===== src/rtl/fwd_select_gen.sv =====
// Operand-forwarding select generator with load-use stall detection.
// Tracks EX/MEM destinations internally and registers per-source selects into EX.
module fwd_select_gen #(
  parameter int unsigned REG_ADDR_BITS = 5
) (
  input  logic                     clk,
  input  logic                     rst_n,
  input  logic                     id_valid,
  input  logic [REG_ADDR_BITS-1:0] id_rs,
  input  logic [REG_ADDR_BITS-1:0] id_rt,
  input  logic                     id_uses_rs,
  input  logic                     id_uses_rt,
  input  logic [REG_ADDR_BITS-1:0] id_dst,
  input  logic                     id_reg_write,
  input  logic                     id_mem_read,
  input  logic                     flush,
  output logic                     stall,
  output logic [1:0]               ex_sel_a,
  output logic [1:0]               ex_sel_b
);

  typedef enum logic [1:0] {
    SEL_RF    = 2'b00,
    SEL_EXMEM = 2'b01,
    SEL_MEMWB = 2'b10
  } fwd_sel_e;

  logic                     ex_v_q,   ex_v_d;
  logic [REG_ADDR_BITS-1:0] ex_dst_q, ex_dst_d;
  logic                     ex_wr_q,  ex_wr_d;
  logic                     ex_ld_q,  ex_ld_d;
  logic                     mem_v_q,  mem_v_d;
  logic [REG_ADDR_BITS-1:0] mem_dst_q, mem_dst_d;
  logic                     mem_wr_q, mem_wr_d;
  fwd_sel_e                 sel_a_q, sel_a_d;
  fwd_sel_e                 sel_b_q, sel_b_d;

  logic ex_prod_rs, ex_prod_rt, mem_prod_rs, mem_prod_rt;
  logic load_hazard, load_ex;

  always_comb begin
    ex_prod_rs  = ex_v_q  && ex_wr_q  && (ex_dst_q  == id_rs) && (id_rs != '0);
    ex_prod_rt  = ex_v_q  && ex_wr_q  && (ex_dst_q  == id_rt) && (id_rt != '0);
    mem_prod_rs = mem_v_q && mem_wr_q && (mem_dst_q == id_rs) && (id_rs != '0);
    mem_prod_rt = mem_v_q && mem_wr_q && (mem_dst_q == id_rt) && (id_rt != '0);
  end

  always_comb begin
    load_hazard = ex_v_q && ex_ld_q && (ex_dst_q != '0) &&
                  ((id_uses_rs && (id_rs == ex_dst_q)) ||
                   (id_uses_rt && (id_rt == ex_dst_q)));
    stall   = id_valid && !flush && load_hazard;
    load_ex = id_valid && !flush && !stall;
  end

  // Bubbles (stall, flush, invalid) carry 00 selects; EX producer beats MEM producer.
  always_comb begin
    sel_a_d = SEL_RF;
    sel_b_d = SEL_RF;
    if (load_ex && id_uses_rs) begin
      if (ex_prod_rs)       sel_a_d = SEL_EXMEM;
      else if (mem_prod_rs) sel_a_d = SEL_MEMWB;
    end
    if (load_ex && id_uses_rt) begin
      if (ex_prod_rt)       sel_b_d = SEL_EXMEM;
      else if (mem_prod_rt) sel_b_d = SEL_MEMWB;
    end
  end

  always_comb begin
    mem_v_d   = ex_v_q;
    mem_dst_d = ex_dst_q;
    mem_wr_d  = ex_wr_q;
    ex_v_d    = load_ex;
    ex_dst_d  = id_dst;
    ex_wr_d   = id_reg_write;
    ex_ld_d   = id_mem_read;
  end

  always_ff @(posedge clk or negedge rst_n) begin
    if (!rst_n) begin
      ex_v_q    <= 1'b0;
      ex_dst_q  <= '0;
      ex_wr_q   <= 1'b0;
      ex_ld_q   <= 1'b0;
      mem_v_q   <= 1'b0;
      mem_dst_q <= '0;
      mem_wr_q  <= 1'b0;
      sel_a_q   <= SEL_RF;
      sel_b_q   <= SEL_RF;
    end else begin
      ex_v_q    <= ex_v_d;
      ex_dst_q  <= ex_dst_d;
      ex_wr_q   <= ex_wr_d;
      ex_ld_q   <= ex_ld_d;
      mem_v_q   <= mem_v_d;
      mem_dst_q <= mem_dst_d;
      mem_wr_q  <= mem_wr_d;
      sel_a_q   <= sel_a_d;
      sel_b_q   <= sel_b_d;
    end
  end

  assign ex_sel_a = sel_a_q;
  assign ex_sel_b = sel_b_q;

endmodule


===== config.mk =====
export PLATFORM = sky130hd
export DESIGN_NAME = fwd_select_gen
export DESIGN_NICKNAME = d
export VERILOG_FILES = /design/src/rtl/fwd_select_gen.sv
export SDC_FILE = /design/constraint.sdc
export NUM_CORES = 1
export LEC_CHECK = 0
export ABC_AREA = 1
export CAP_MARGIN = 5
export CORE_UTILIZATION = 30
export DETAILED_ROUTE_END_ITERATION = 10
export PLACE_DENSITY = 0.6
export SLEW_MARGIN = 20
export SYNTH_ARGS = -nofsm -noshare
export SYNTH_HDL_FRONTEND = slang
export SYNTH_SLANG_ARGS = --single-unit

===== constraint.sdc =====
create_clock -name clk -period 2.5 [get_ports clk]
set_input_delay 0.375 -clock clk [delete_from_list [all_inputs] [get_ports clk]]
set_output_delay 0.375 -clock clk [all_outputs]
set_load 0.05 [all_outputs]

==> summary.md <==
| Metric | Value |
|---|---|
| Status | `finished, violations left` |
| Failing checks | `DRC` |
| Gate Count Post-Synth | `117` |
| Clock sink count | `19` |
| Final min period | `2.32 ns` |
| Final Cycle Share | `0.928` |
| Dpl cell area | `about 1300 um2` |
| Initial antenna violation count | `0` |
| Port bufs | `27` |
| Finished Core Util | `0.449` |
| CP endpoint kind | `output pin` |
| Num ports | `28` |
| Sequential fraction of the synthesis area | `0.513` |
| Seq cells post-synth | `19` |
| Clk root buf | `clkbuf_4` |
| Max Slew Vio Count | `0` |
| CP Launch Type | `input pin` |
| Final hold violations | `0` |
| RSZ-0062 raised after global routing | `false` |
| Total Routing Usage GR | `0.145` |
| Ys Warns | `0` |
| Post-Synth Adder-Cell Area | `0` |
| Vias in the first global route | `790` |
| TritonCTS buffer count | `3` |
| CP required | `about 2.1 ns` |
| Largest family of logic cells by synthesized area | `simple AND/OR/NAND/NOR gates` |
| Clock Path Buffers | `2` |
| Synthesized area | `about 930 um2` |
| Diode count | `0` |
| Pin count of the biggest net entering global routing | `20` |
| First-pass GRT wire length | `3.53 mm` |
| Gates resized, CTS repair | `0` |
| Clk Latency, worst-skew pair | `around 0.3 ns` |
| Hold/Removal Path Class | `in2async` |
| Via count | `838` |
| Drt first pass iters | `7` |
| Clock Pin Slew Worst Setup and Hold Paths | `0.11 ns` |
| Worst Path Arrival | `approximately 1.9 ns` |
| Drt via density | `about 4.7` |
| Synth Area in XOR/XNOR | `0.0472` |
| Final Skew | `~0.0026 ns` |
| Post-synthesis mux area share | `0` |
| Distinct cells, synth | `20` |
| Setup Crit Path Kind | `in2out` |
| Design area | `roughly 1300 um2` |
| DP Worst Slack | `0.203 ns` |
| Routability cong. | `0.838` |
| CORE AREA | `2850 um2` |
| Setup tns final | `0 ns` |
| Syn_area_per_cell | `between 7 and 8 um2` |
| H-tree depth | `1` |
| WL final | `approximately 2.1 mm` |
| PwrDens | `457 nW/um2` |
| Final net count | `approximately 170` |
| Simple-Gate Fraction of Synth Area | `0.321` |
| Static Leakage | `0.616 nW` |
| Die height | `approximately 58 um` |
| Max-slew headroom | `0.668` |
| Rows | `19` |
| DR WL/cell | `11.9 um` |
| Synth Area in Compound Gates | `0.0459` |
| Syn_nets | `140` |
| Worst setup slack after layout | `~0.18 ns` |
| Placed wire-length estimate | `about 1.7 mm` |
| R2R depth | `9` |
| Die ar. | `3320 um2` |
| # setup viols final | `0` |
| Maximum VDD drop | `between 0.15 and 0.2 mV` |
| Number of max-cap violations | `0` |
| Die outline width | `57.6 um` |
| TritonCTS clock tree | `yes` |
| Fill count | `290` |
| P&R area growth vs syn | `38.2%` |
| Slew @ Worst Pin | `between 0.4 and 0.5 ns` |
| Grt total ovfl | `0` |
| WHS | `roughly 0.39 ns` |
| Setup bufs post-CTS | `0` |
| Share of post-route cells with drive strength above 1 | `0.0805` |
| Final ANT Viol Nets | `0` |
| DRC | `2` |
| Cts hold-fix bufs | `0` |
| Initial DRC count | `43` |
| CP max FO | `4` |
| Max Fclk | `~430 MHz` |
| Initial Util | `0.325` |
## report_power, final
part | internal (mW) | total, mW | leakage (nW) | switching (mW)
sequential | 0.320 | 0.331 | 0.233 | 0.0119
combinational | 0.0522 | 0.0992 | 0.365 | 0.0470
clock | 0.0596 | 0.154 | 0.0177 | 0.0946
## kinds of logic after synthesis
| logic type | after synthesis |
|---|---|
| and+or+nand+nor | 68 |
| buffers and inverters | 18 |
| AOI/OAI and AO/OA | 7 |
| xor gates and xnor gates | 5 |
| DFF | 19 |
## layout make-up
class	count	area, um2	area share
Clock buffer	3	22.5	0.0176
Clock inverter	1	5.00	0.00391
Inverter	18	67.6	0.0527
Multi-Input combinational cell	80	384	0.300
Sequential cell	19	475	0.371
Tap cell	31	38.8	0.0303
Timing Repair Buffer	28	288	0.225
## worst max-delay path, stage by stage
cell,delay (ns)
clkdlybuf4s50_1,0.54
inv_1,0.08
nand2_1,0.06
nand2_1,0.05
nor2_1,0.19
nand4_1,0.11
nand2_1,0.10
nand2_2,0.07
nor3_2,0.19
buf_12,0.17
## sequential cells by signal, summed over array words and instances (netlist names)
signal     cells
ex_dst_q       5
mem_dst_q      5
ex_sel_a       2
ex_sel_b       2
ex_ld_q        1
ex_v_q         1
ex_wr_q        1
mem_v_q        1
mem_wr_q       1
## through the flow
step,power [mW],instances
after floorplan,0.377,117
after global placement,0.437,176
after detailed placement,0.436,176
after CTS,0.592,180
after global routing,0.625,180
final,0.585,180
## path summary, 6_finish.rpt
| path | slack, ns | endpoint | start |
|---|---|---|---|
| min in group clk | 0.40 | mem_wr_q$_DFF_PN0_ | ex_wr_q$_DFF_PN0_ |
| min | 0.39 | ex_sel_a[1]$_DFF_PN0_ | rst_n |
| max in group asynchronous | 1.90 | ex_dst_q[3]$_DFF_PN0_ | rst_n |
| min reg2reg | 0.40 | mem_wr_q$_DFF_PN0_ | ex_wr_q$_DFF_PN0_ |
| max | 0.18 | stall | id_rt[3] |
| max reg2reg | 1.13 | ex_sel_a[0]$_DFF_PN0_ | ex_dst_q[3]$_DFF_PN0_ |
## layout by cell type (no fill, tap or decap), types with 2 or more instances in the layout
cell / instances
xnor2_1: 4
clkbuf_4: 3
clkdlybuf4s50_1: 26
o21ai_0: 2
inv_2: 3
nand2_1: 35
nand3_1: 8
nand4_1: 4
nor2_1: 12
a21oi_1: 2
inv_1: 15
dfrtp_1: 19
nor3_1: 4
## Yosys cell counts
| cell type | number | area share |
|---|---|---|
| nand4_1 | 4 | 0.027 |
| nand3b_1 | 1 | 0.0081 |
| xor2_1 | 1 | 0.0094 |
| nand2_2 | 1 | 0.0068 |
| nand2_1 | 35 | 0.14 |
| a21oi_1 | 2 | 0.011 |
| inv_1 | 15 | 0.061 |
| nor3_1 | 4 | 0.022 |
| o22ai_1 | 1 | 0.0068 |
| inv_2 | 3 | 0.012 |
| nor3_2 | 1 | 0.011 |
| or2_2 | 1 | 0.0068 |
| xnor2_1 | 4 | 0.038 |
| dfrtp_1 | 19 | 0.51 |
| and3_1 | 1 | 0.0068 |
| a21boi_0 | 1 | 0.0081 |
| o2111ai_1 | 1 | 0.0094 |
| nor2_1 | 12 | 0.049 |
| o21ai_0 | 2 | 0.011 |
| nand3_1 | 8 | 0.043 |
## routing by layer
metal	share of wire	vias to the layer above	wire (um)	track usage
met5	0	-	0	0
met4	0.020	0	42	0.0732
met3	0.051	5	109	0.0249
met2	0.47	22	1010	0.238
met1	0.46	379	978	0.184
li1	-	432	-	-
Power figures use the tool's default switching activity.
